## src/rtl/seven_seg_scanner.sv

```systemverilog
// seven_seg_scanner: shows a 16-bit count in decimal on a 4-digit, common-anode,
// time-multiplexed seven-segment display, with leading-zero blanking and overflow dashes.
//
// Ports:
//   Clock        in   1   single clock, rising edge
//   Reset        in   1   synchronous, active-high reset
//   Count        in  16   unsigned binary value to display
//   Seg          out  7   segment drives, active low, Seg[0]=a .. Seg[6]=g
//   An           out  4   digit anode enables, active low, one-hot, An[0]=units
//
// Parameters:
//   REFRESH_BITS   refresh counter width; each digit is held 2^(REFRESH_BITS-2) cycles
//   BLANK_LEADING  nonzero blanks leading zeros (the units digit is always shown)

module seven_seg_scanner #(
    parameter int REFRESH_BITS  = 17,
    parameter int BLANK_LEADING = 1
) (
    input  logic        Clock,
    input  logic        Reset,
    input  logic [15:0] Count,
    output logic [6:0]  Seg,
    output logic [3:0]  An
);

    localparam logic [6:0] SEG_DASH  = 7'b0111111;
    localparam logic [6:0] SEG_BLANK = 7'b1111111;
    localparam logic [6:0] SEG_ZERO  = 7'b1000000;
    localparam logic [3:0] AN_RESET  = 4'b1110;

    typedef enum logic [1:0] {
        LOAD   = 2'd0,
        SHIFT  = 2'd1,
        COMMIT = 2'd2
    } state_t;

    // Converter state
    state_t      state_q, state_d;
    logic [15:0] bin_q, bin_d;
    logic [19:0] bcd_q, bcd_d;
    logic [19:0] bcd_adj;
    logic [3:0]  bit_q, bit_d;

    // Committed display value
    logic [15:0] disp_q, disp_d;
    logic        ovf_q, ovf_d;

    // Scan and output registers
    logic [REFRESH_BITS-1:0] ref_q;
    logic [1:0]  dig;
    logic [3:0]  nib;
    logic        lead_zero;
    logic [6:0]  seg_d, seg_q;
    logic [3:0]  an_d, an_q;

    // ------------------------------------------------------------------
    // Double-dabble: add 3 to every nibble >= 5 before each shift
    // ------------------------------------------------------------------
    always_comb begin
        bcd_adj = bcd_q;
        for (int i = 0; i < 5; i++) begin
            if (bcd_q[4*i +: 4] >= 4'd5) begin
                bcd_adj[4*i +: 4] = bcd_q[4*i +: 4] + 4'd3;
            end
        end
    end

    // ------------------------------------------------------------------
    // Converter FSM next-state logic
    // ------------------------------------------------------------------
    always_comb begin
        state_d = state_q;
        bin_d   = bin_q;
        bcd_d   = bcd_q;
        bit_d   = bit_q;
        disp_d  = disp_q;
        ovf_d   = ovf_q;

        unique case (state_q)
            LOAD: begin
                bin_d   = Count;
                bcd_d   = '0;
                bit_d   = '0;
                state_d = SHIFT;
            end

            SHIFT: begin
                // The adjusted accumulator's MSB is provably zero for a
                // 16-bit input, so dropping it loses nothing.
                {bcd_d, bin_d} = {bcd_adj[18:0], bin_q, 1'b0};
                bit_d = bit_q + 4'd1;
                if (bit_q == 4'd15) begin
                    state_d = COMMIT;
                end
            end

            COMMIT: begin
                disp_d  = bcd_q[15:0];
                ovf_d   = (bcd_q[19:16] != 4'd0);
                state_d = LOAD;
            end

            default: begin
                state_d = LOAD;
            end
        endcase
    end

    // ------------------------------------------------------------------
    // Digit selection and segment decode
    // ------------------------------------------------------------------
    assign dig = ref_q[REFRESH_BITS-1 -: 2];
    assign nib = disp_q[{dig, 2'b00} +: 4];

    // True when the selected digit and every digit above it are zero
    always_comb begin
        lead_zero = 1'b0;
        unique case (dig)
            2'd3:    lead_zero = (disp_q[15:12] == 4'd0);
            2'd2:    lead_zero = (disp_q[15:8]  == 8'd0);
            2'd1:    lead_zero = (disp_q[15:4]  == 12'd0);
            default: lead_zero = 1'b0;
        endcase
    end

    always_comb begin
        seg_d = SEG_BLANK;
        if (ovf_q) begin
            seg_d = SEG_DASH;
        end else if ((BLANK_LEADING != 0) && lead_zero) begin
            seg_d = SEG_BLANK;
        end else begin
            unique case (nib)
                4'd0:    seg_d = 7'b1000000;
                4'd1:    seg_d = 7'b1111001;
                4'd2:    seg_d = 7'b0100100;
                4'd3:    seg_d = 7'b0110000;
                4'd4:    seg_d = 7'b0011001;
                4'd5:    seg_d = 7'b0010010;
                4'd6:    seg_d = 7'b0000010;
                4'd7:    seg_d = 7'b1111000;
                4'd8:    seg_d = 7'b0000000;
                4'd9:    seg_d = 7'b0010000;
                default: seg_d = SEG_BLANK;
            endcase
        end
    end

    assign an_d = ~(4'b0001 << dig);

    // ------------------------------------------------------------------
    // State registers
    // ------------------------------------------------------------------
    always_ff @(posedge Clock) begin
        if (Reset) begin
            state_q <= LOAD;
            bin_q   <= '0;
            bcd_q   <= '0;
            bit_q   <= '0;
            disp_q  <= '0;
            ovf_q   <= 1'b0;
            ref_q   <= '0;
            seg_q   <= SEG_ZERO;
            an_q    <= AN_RESET;
        end else begin
            state_q <= state_d;
            bin_q   <= bin_d;
            bcd_q   <= bcd_d;
            bit_q   <= bit_d;
            disp_q  <= disp_d;
            ovf_q   <= ovf_d;
            ref_q   <= ref_q + REFRESH_BITS'(1);
            seg_q   <= seg_d;
            an_q    <= an_d;
        end
    end

    assign Seg = seg_q;
    assign An  = an_q;

endmodule
```

## config.mk

```make
export PLATFORM = sky130hd
export DESIGN_NAME = seven_seg_scanner
export DESIGN_NICKNAME = d
export VERILOG_FILES = /design/src/rtl/seven_seg_scanner.sv
export SDC_FILE = /design/constraint.sdc
export NUM_CORES = 1
export LEC_CHECK = 0
export ABC_AREA = 1
export BUFFER_PORTS_ARGS = -buffer_cell sky130_fd_sc_hd__buf_2
export CORE_UTILIZATION = 54
export DETAILED_ROUTE_END_ITERATION = 8
export PLACE_DENSITY = 0.79
export SETUP_SLACK_MARGIN = 0.02
export SYNTH_ARGS = -nofsm -noshare
export SYNTH_HDL_FRONTEND = slang
export SYNTH_SLANG_ARGS = --single-unit
```

## constraint.sdc

```tcl
create_clock -name Clock -period 1.8 [get_ports Clock]
set_clock_uncertainty 0.15 [all_clocks]
set_input_delay 0.09 -clock Clock [delete_from_list [all_inputs] [get_ports Clock]]
set_output_delay 0.09 -clock Clock [all_outputs]
set_load 0.01 [all_outputs]
```

==> qor.csv, run 1 <==
stage,metric,value,unit
run_status,status,completed,
critical_path,slowest_delay,0.39,ns
critical_path,cp_data_arrival_time,1.83,ns
layout,final_layout_size_suffix_gt1_frac,0.176,
pwr,power.share.combinational,0.050,
critical_path,worst_path_cell_trace,buf_6 > nand3_2 > nand2_2 > nor2_4 > inv_2 > ha_1 > inv_1 > nand2_1 > nand3_1 > nand2_1 > nand2_1 > nand2_1,
yosys,synth-adder-area-share,0.0536,
pwr,ir_drop_worst_case_vdd,0.542,mV
sta,final_min_period_over_clock_period,0.963,
sta,final_max_slew_viol_count,0,
place,post-place-cells,686,
yosys,synth_cell_types,45,
yosys,synth-edff-count,0,
sta,timing.fmax,577,MHz
sta,maxSlewHeadroom,0.520,
layout,regArea,1750,um^2
critical_path,nature_of_the_critical_path_startpoint,flop,
critical_path,cp_capture_type,flop,
yosys,synthesis.nets,602,
pwr,clkPwrFrac,0.432,
sta,setup_viol,0,
clocking,cts-root-to-sink-buffers,2,
clocking,library_cell_used_as_clock_root_buffer,sky130_fd_sc_hd__clkbuf_8,
pwr,internal_power,0.00296,W
pwr,sequentialPowerShare,0.519,
yosys,synth_simple_gate_area_share,0.255,
critical_path,path_depth,12,
yosys,ys.flop_type,sky130_fd_sc_hd__dfxtp_1,
global_route,total_global_routing_track_utilization,0.222,
clocking,clock_latency,0.35,ns
clocking,numCtsBuffers,9,
pwr,power,0.00379,W
place,pre_cts_slack,-0.0767,ns
layout,layoutNonFillerInstCount,723,
yosys,synth_warnings,0,
pwr,switching_portion_of_total_power,0.220,
critical_path,crit_required,1.90,ns
yosys,syn_area,4200,um^2
global_route,grt_first_pass_wirelength,15000,um
sta,final_period_minus_worst_setup_slack,1.73,ns
pwr,power_leakage,2.11,nW
place,place_hpwl,5960,um
global_route,grt.overflow.total,0,
clocking,clkSlewWorstSetupHoldPaths,0.09,ns
floorplanning,design.die.area,8140,um^2
yosys,combinational_family_with_the_most_area_after_synthesis,simple AND/OR/NAND/NOR gates,
layout,filler_cells,616,
yosys,yosysSeqAreaShare,0.415,
critical_path,worst_path_max_fanout,6,
critical_path,setup.worst_path.class,flop to flop,
min_path,hold_path.class,flop to flop,
layout,final_nets,655,
routing,antenna_left,0,
yosys,synthDominantCellAreaShare,0.415,
yosys,avgSynthCellArea,7.42,um^2
routing,detailroute.via_count,3759,
pwr,power.density_cell_area,763,nW/um^2
layout,util_after_layout,0.675,
layout,area_of_the_multi_input_gates,2090,um^2
floorplanning,core_area,7370,um^2
floorplanning,floorplan.initialDensity,0.570,
yosys,synth.ff_latch_count,87,
yosys,asyncSetResetFlopFracSynth,0,
sta,hold_ws,0.309,ns
yosys,synth_compound_gate_area_share,0.167,
clocking,cts_max_level,3,
routing,routed_wire_length_per_instance,12.4,um
yosys,synthesis.instances,566,
sta,worst_slack,0.0662,ns
routing,vias_per_cell,5.20,
yosys,synth_xor_area_frac,0.0125,
floorplanning,chipHeight,90.2,um
routing,detail_route.first_pass.iterations,5,
place,place_congestion,0.879,
sta,report.final.hold_viol_count,0,
global_route,grt_max_degree,28,
routing,dr.first_iter.drc_count,188,
critical_path,crit_family,simple AND/OR/NAND/NOR gates,
global_route,grt_pass1_vias,3525,
run,maxCapViolations,0,
floorplanning,num_rows,31,
clocking,cts.sinks,87,
routing,topRoutingLayerUsed,met4,
pwr,total_switching_power,0.000833,W
global_route,grt_antenna_before_repair,0,
routing,met2_wirelength,4510,um
layout,layout-area-overhead-vs-synth,18.3,%
yosys,yosys-mux-area-fraction,0,
routing,totalWireLength,8960,um
sta,rsz0062_at_grt,yes,
critical_path,timing.critical_path.slowest_stage_cell,sky130_fd_sc_hd__dfxtp_4,
floorplanning,die-width,90.2,um
yosys,post_synth_main_area_contributors,"sky130_fd_sc_hd__dfxtp_1, sky130_fd_sc_hd__nand2_1, sky130_fd_sc_hd__inv_1",
clocking,cts_tree,built,
critical_path,path_common_cell,sky130_fd_sc_hd__nand2_1,
critical_path,reg2reg_depth,12,
critical_path,crit_buf_inv,3,
layout,num_antenna_cells,0,
routing,drc,0,
routing,routed-wl-met3,271,um
min_path,hold_path_depth,2,
place,port_buffers,28,
yosys,synthDominantAreaCellType,sky130_fd_sc_hd__dfxtp_1,
routing,wl_met1,4010,um
floorplanning,number_of_top_level_design_ports,29,
sta,worst-slew-pin-transition,0.720,ns
==> final timing paths <==
path / end / slack, ns / startpoint
setup / recovery: Seg[6] / 0.07 / ref_q[15]
setup reg to reg: Seg[6] / 0.07 / ref_q[15]
hold / removal: disp_q[3] / 0.31 / disp_q[3]
hold reg to reg: disp_q[3] / 0.31 / disp_q[3]
==> sequential cells by signal (all words and copies together), names as in the netlist <==
name	count
An	4
Seg	7
bcd_q	20
bin_q	16
bit_q	4
disp_q	16
ovf_q	1
ref_q	17
state_q	2
==> through the flow <==
step | TNS, ns | cell area [um^2]
after floorplan | 0 | 4200
after global placement | 0 | 4460
after detailed placement | -0.274 | 4460
after CTS | 0 | 4870
after global routing | -0.136 | 4970
final | 0 | 4970
==> cell usage in the layout, fill, tap and decap left out, drive strengths merged, types with 17 or more instances in the layout <==
cell | synthesis | routed
nand3 | 26 | 26
nor2 | 61 | 61
dlygate4sd3 | 0 | 17
o21ai | 36 | 36
buf | 16 | 48
ha | 18 | 18
dfxtp | 87 | 87
a21oi | 49 | 49
nand2 | 130 | 130
inv | 73 | 74
==> what timing repair did <==
item / CTS / global route
gates resized for setup: 2 / 21
setup endpoints to repair: 7 / 20
pin swaps: 0 / 3
hold endpoints to repair: 17 / 0
hold buffers: 17 / 0
setup buffers: 0 / 4
==> layer usage <==
| layer | up-vias | global-route usage |
|---|---|---|
| li1 | 1939 | - |
| met1 | 1711 | 0.264 |
| met2 | 91 | 0.405 |
| met3 | 18 | 0.0321 |
| met4 | 0 | 0.0753 |
| met5 | - | 0 |
==> synth_stat cells (2+ instances only) <==
library cell and instances:
sky130_fd_sc_hd__nor2_1 52, sky130_fd_sc_hd__nand3_1 21, sky130_fd_sc_hd__o22ai_1 2, sky130_fd_sc_hd__dfxtp_1 87, sky130_fd_sc_hd__nand2_1 123, sky130_fd_sc_hd__o221ai_1 2, sky130_fd_sc_hd__inv_2 2, sky130_fd_sc_hd__o211ai_1 7
sky130_fd_sc_hd__nand4_1 3, sky130_fd_sc_hd__inv_4 2, sky130_fd_sc_hd__nor3_1 4, sky130_fd_sc_hd__or2_2 5, sky130_fd_sc_hd__inv_1 69, sky130_fd_sc_hd__nor2_4 3, sky130_fd_sc_hd__nor4_1 3, sky130_fd_sc_hd__a22oi_1 3
sky130_fd_sc_hd__clkbuf_1 7, sky130_fd_sc_hd__nor2_2 6, sky130_fd_sc_hd__a31oi_1 3, sky130_fd_sc_hd__buf_6 2, sky130_fd_sc_hd__buf_4 2, sky130_fd_sc_hd__xor2_1 5, sky130_fd_sc_hd__buf_2 7, sky130_fd_sc_hd__nand2_2 7
sky130_fd_sc_hd__buf_1 4, sky130_fd_sc_hd__a21oi_1 49, sky130_fd_sc_hd__and3_1 2, sky130_fd_sc_hd__o21ai_1 4, sky130_fd_sc_hd__ha_1 18, sky130_fd_sc_hd__a211oi_1 11, sky130_fd_sc_hd__o21ai_0 32, sky130_fd_sc_hd__o21a_1 2
sky130_fd_sc_hd__nand3_2 5
==> power groups by stage <==
stage | Combinational (W) | Sequential, W | Clock [W]
final | 0.000188 | 0.00197 | 0.00164
after global routing | 0.000212 | 0.00197 | 0.00175
after CTS | 0.000185 | 0.00197 | 0.00166
after detailed placement | 0.000156 | 0.00202 | 0
after global placement | 0.000152 | 0.00201 | 0
after floorplan | 0.000108 | 0.00201 | 0
==> area by class of cell <==
type | instances | area share
clock buffer | 9 | 0.0249
clock inverter | 7 | 0.0242
inverter | 73 | 0.0561
multi-input combinational | 383 | 0.421
sequential | 87 | 0.353
tap | 99 | 0.0249
timing repair buffer | 65 | 0.0959
==> cells by family (layout without fill, tap and decap cells) <==
group / Yosys count / in the layout
XOR/XNOR: 6 / 6
adder cells (fa/ha/maj): 18 / 18
AO/OA/AOI/OAI: 121 / 121
buffers and inverters: 96 / 154
AND/OR/NAND/NOR: 238 / 238
flip-flops: 87 / 87
==> worst min-delay path, delay by kind of cell (launching register included) <==
| kind | cells | cell delay, ns |
|---|---|---|
| AOI/OAI and AO/OA | 1 | 0.05 |
| buffers and inverters | 1 | 0.06 |
| DFF | 1 | 0.31 |
Power figures use the tool's default switching activity.
==> inputs of run 2 (changes only) <==
--- a/config.mk
+++ b/config.mk
@@ -7,9 +7,11 @@
 export LEC_CHECK = 0
 export ABC_AREA = 1
 export BUFFER_PORTS_ARGS = -buffer_cell sky130_fd_sc_hd__buf_2
-export CORE_UTILIZATION = 54
+export CELL_PAD_IN_SITES_DETAIL_PLACEMENT = 1
+export CELL_PAD_IN_SITES_GLOBAL_PLACEMENT = 1
+export CORE_UTILIZATION = 40
 export DETAILED_ROUTE_END_ITERATION = 8
-export PLACE_DENSITY = 0.79
+export PLACE_DENSITY = 0.8
 export SETUP_SLACK_MARGIN = 0.02
 export SYNTH_ARGS = -nofsm -noshare
 export SYNTH_HDL_FRONTEND = slang
==> run 2 against run 1 <==
  * Power down 6.4%
  * Flip-flop and latch count did not move
  * Setup slack lost 0.033 ns
  * Critical endpoint unchanged
==> qor.csv, run 2 (synthesis results as in run 1) <==
stage,metric,value,unit,change
run_status,status,completed,,unchanged
critical_path,timing.rr.start,ref_q[15],,unchanged
routing,vias_per_cell,5.15,,was 5.20
sta,maxSlewHeadroom,0.679,,was 0.520
critical_path,crit_required,1.90,ns,about the same
critical_path,worst_path_max_fanout,5,,was 6
clocking,library_cell_used_as_clock_root_buffer,sky130_fd_sc_hd__clkbuf_8,,unchanged
sta,final_max_slew_viol_count,0,,unchanged
critical_path,setup.worst_path.class,flop to flop,,unchanged
critical_path,critPathCapture,Seg[6],,unchanged
critical_path,setup.reg_to_reg.worst_slack,0.03,ns,was 0.07 ns
sta,worst-slew-pin-transition,0.478,ns,was 0.720 ns
clocking,cts_max_level,3,,unchanged
pwr,power.density_cell_area,695,nW/um^2,was 763 nW/um^2
routing,totalWireLength,11200,um,was 8960 um
layout,layout-area-overhead-vs-synth,21.6,%,was 18.3%
run,maxCapViolations,0,,unchanged
sta,setup_viol,0,,unchanged
critical_path,cp_capture_type,flop,,unchanged
layout,final_layout_size_suffix_gt1_frac,0.212,,was 0.176
layout,max_flop_register,bcd_q,,unchanged
layout,largest_reg_flops,20,,unchanged
floorplanning,floorplan.initialDensity,0.411,,was 0.570
global_route,grt.overflow.total,0,,unchanged
min_path,hold_path.class,flop to flop,,unchanged
clocking,cts-root-to-sink-buffers,2,,unchanged
critical_path,crit_start,ref_q[15],,unchanged
layout,largestRegisters,"bcd_q x20, ref_q x17",,unchanged
sta,timing.fmax,566,MHz,was 577 MHz
floorplanning,num_rows,37,,was 31
sta,final_min_period_over_clock_period,0.981,,was 0.963
sta,report.final.hold_viol_count,0,,unchanged
pwr,ir_drop_worst_case_vdd,0.343,mV,was 0.542 mV
global_route,grt_antenna_before_repair,0,,unchanged
routing,dr.first_iter.drc_count,98,,was 188
floorplanning,design.die.area,10900,um^2,was 8140 um^2
global_route,grt_pass1_vias,4040,,was 3525
critical_path,cp_data_arrival_time,1.87,ns,was 1.83 ns
clocking,clock_latency,0.37,ns,was 0.35 ns
place,place_congestion,0.812,,was 0.879
routing,antenna_left,0,,unchanged
routing,drc,0,,unchanged
critical_path,reg2reg_depth,13,,was 12
global_route,grt_first_pass_wirelength,18200,um,was 15000 um
global_route,total_global_routing_track_utilization,0.208,,was 0.222
sta,worst_slack,0.0336,ns,was 0.0662 ns
routing,detail_route.first_pass.iterations,4,,was 5
layout,commonest_non_fill_non_tap_cells_in_the_layout,"sky130_fd_sc_hd__nand2_1, sky130_fd_sc_hd__dfxtp_1, sky130_fd_sc_hd__inv_1",,unchanged
place,place_hpwl,7260,um,was 5960 um
routing,routed_wire_length_per_instance,14.7,um,was 12.4 um
floorplanning,number_of_top_level_design_ports,29,,unchanged
floorplanning,die-width,104,um,was 90.2 um
pwr,power,0.00355,W,was 0.00379 W
floorplanning,chipHeight,104,um,was 90.2 um
floorplanning,core_area,10200,um^2,was 7370 um^2
sta,final_period_minus_worst_setup_slack,1.77,ns,was 1.73 ns
layout,filler_cells,1279,,was 616
layout,num_antenna_cells,0,,unchanged
critical_path,nature_of_the_critical_path_startpoint,flop,,unchanged
routing,detailroute.via_count,3914,,was 3759
clocking,numCtsBuffers,9,,unchanged
layout,final_nets,655,,unchanged
clocking,cts.sinks,87,,unchanged
pwr,power_leakage,2.09,nW,was 2.11 nW
global_route,grt_max_degree,44,,was 28
clocking,clkSlewWorstSetupHoldPaths,0.08,ns,was 0.09 ns
layout,layout_commonest_cell,sky130_fd_sc_hd__nand2_1,,unchanged
sta,rsz0062_at_grt,yes,,unchanged
clocking,cts_tree,built,,unchanged
place,pre_cts_slack,-0.0527,ns,was -0.0767 ns
place,port_buffers,28,,unchanged
critical_path,r2r_end,Seg[6],,unchanged
run 2: worst max-delay path, cell delays in order (launching register included):
cell and delay (ns):
sky130_fd_sc_hd__dfxtp_4 0.38, sky130_fd_sc_hd__buf_12 0.13, sky130_fd_sc_hd__inv_8 0.04, sky130_fd_sc_hd__nand3_4 0.07, sky130_fd_sc_hd__nand2_4 0.07, sky130_fd_sc_hd__nor2_4 0.21
sky130_fd_sc_hd__inv_2 0.09, sky130_fd_sc_hd__ha_4 0.17, sky130_fd_sc_hd__inv_2 0.04, sky130_fd_sc_hd__nand2_2 0.06, sky130_fd_sc_hd__nand3_2 0.06, sky130_fd_sc_hd__nand2_1 0.05
sky130_fd_sc_hd__nand2_1 0.07, sky130_fd_sc_hd__nand2_1 0.06
run 2: stage by stage:
stage	util	instances	setup TNS, ns	hold WS, ns	instance area [um^2]
floorplan	-	566	0	0.0829	4200
global placement	0.442	722	0	0.201	4520
detailed placement	0.442	722	-0.118	0.209	4520
CTS	0.478	756	0	0.320	4890
global route	0.500	760	-0.113	0.318	5110
finish	0.500	760	0	0.289	5110
run 2: routing by layer:
layer	part of all wire	global-route usage
met5	0	0
met4	0.023	0.0908
met3	0.026	0.0301
met2	0.53	0.386
met1	0.42	0.234
run 2: worst min path at each step:
stage / from / endpoint / slack (ns) / cells past startpoint
after global routing: ref_q[0] / ref_q[0] / 0.32 / 1
after CTS: disp_q[3] / disp_q[3] / 0.32 / 2
after detailed placement: Count[0] / bin_q[0] / 0.21 / 3
after global placement: Count[0] / bin_q[0] / 0.20 / 3
after floorplan: Count[0] / bin_q[0] / 0.08 / 2
final: ref_q[0] / ref_q[0] / 0.29 / 1
run 2: power breakdown:
group	internal (W)	switching [W]	leakage (nW)	total (W)
Clock	0.000680	0.000706	0.0936	0.00139
Sequential	0.00195	0.0000191	0.708	0.00197
Combinational	0.0000863	0.000110	1.28	0.000197
Total	0.00272	0.000836	2.09	0.00355
run 2: layout make-up:
cell class / instances / area (um^2) / area share
Clock buffer: 13 / 149 / 0.0291
Inverter: 73 / 284 / 0.0556
Clock inverter: 3 / 42.5 / 0.00832
Timing Repair Buffer: 65 / 510 / 0.0999
Multi-Input combinational cell: 383 / 2200 / 0.431
Tap cell: 136 / 170 / 0.0333
Sequential cell: 87 / 1750 / 0.343
run 2: repair_timing:
| item | in CTS | in global routing |
|---|---|---|
| hold buffers | 17 | 0 |
| hold endpoints to repair | 21 | 0 |
| gates resized for setup | 3 | 51 |
| buffers inserted | 1 | 3 |
| gates cloned | 0 | 1 |
| endpoints found under the setup margin | 4 | 13 |
| pin swaps | 1 | 18 |
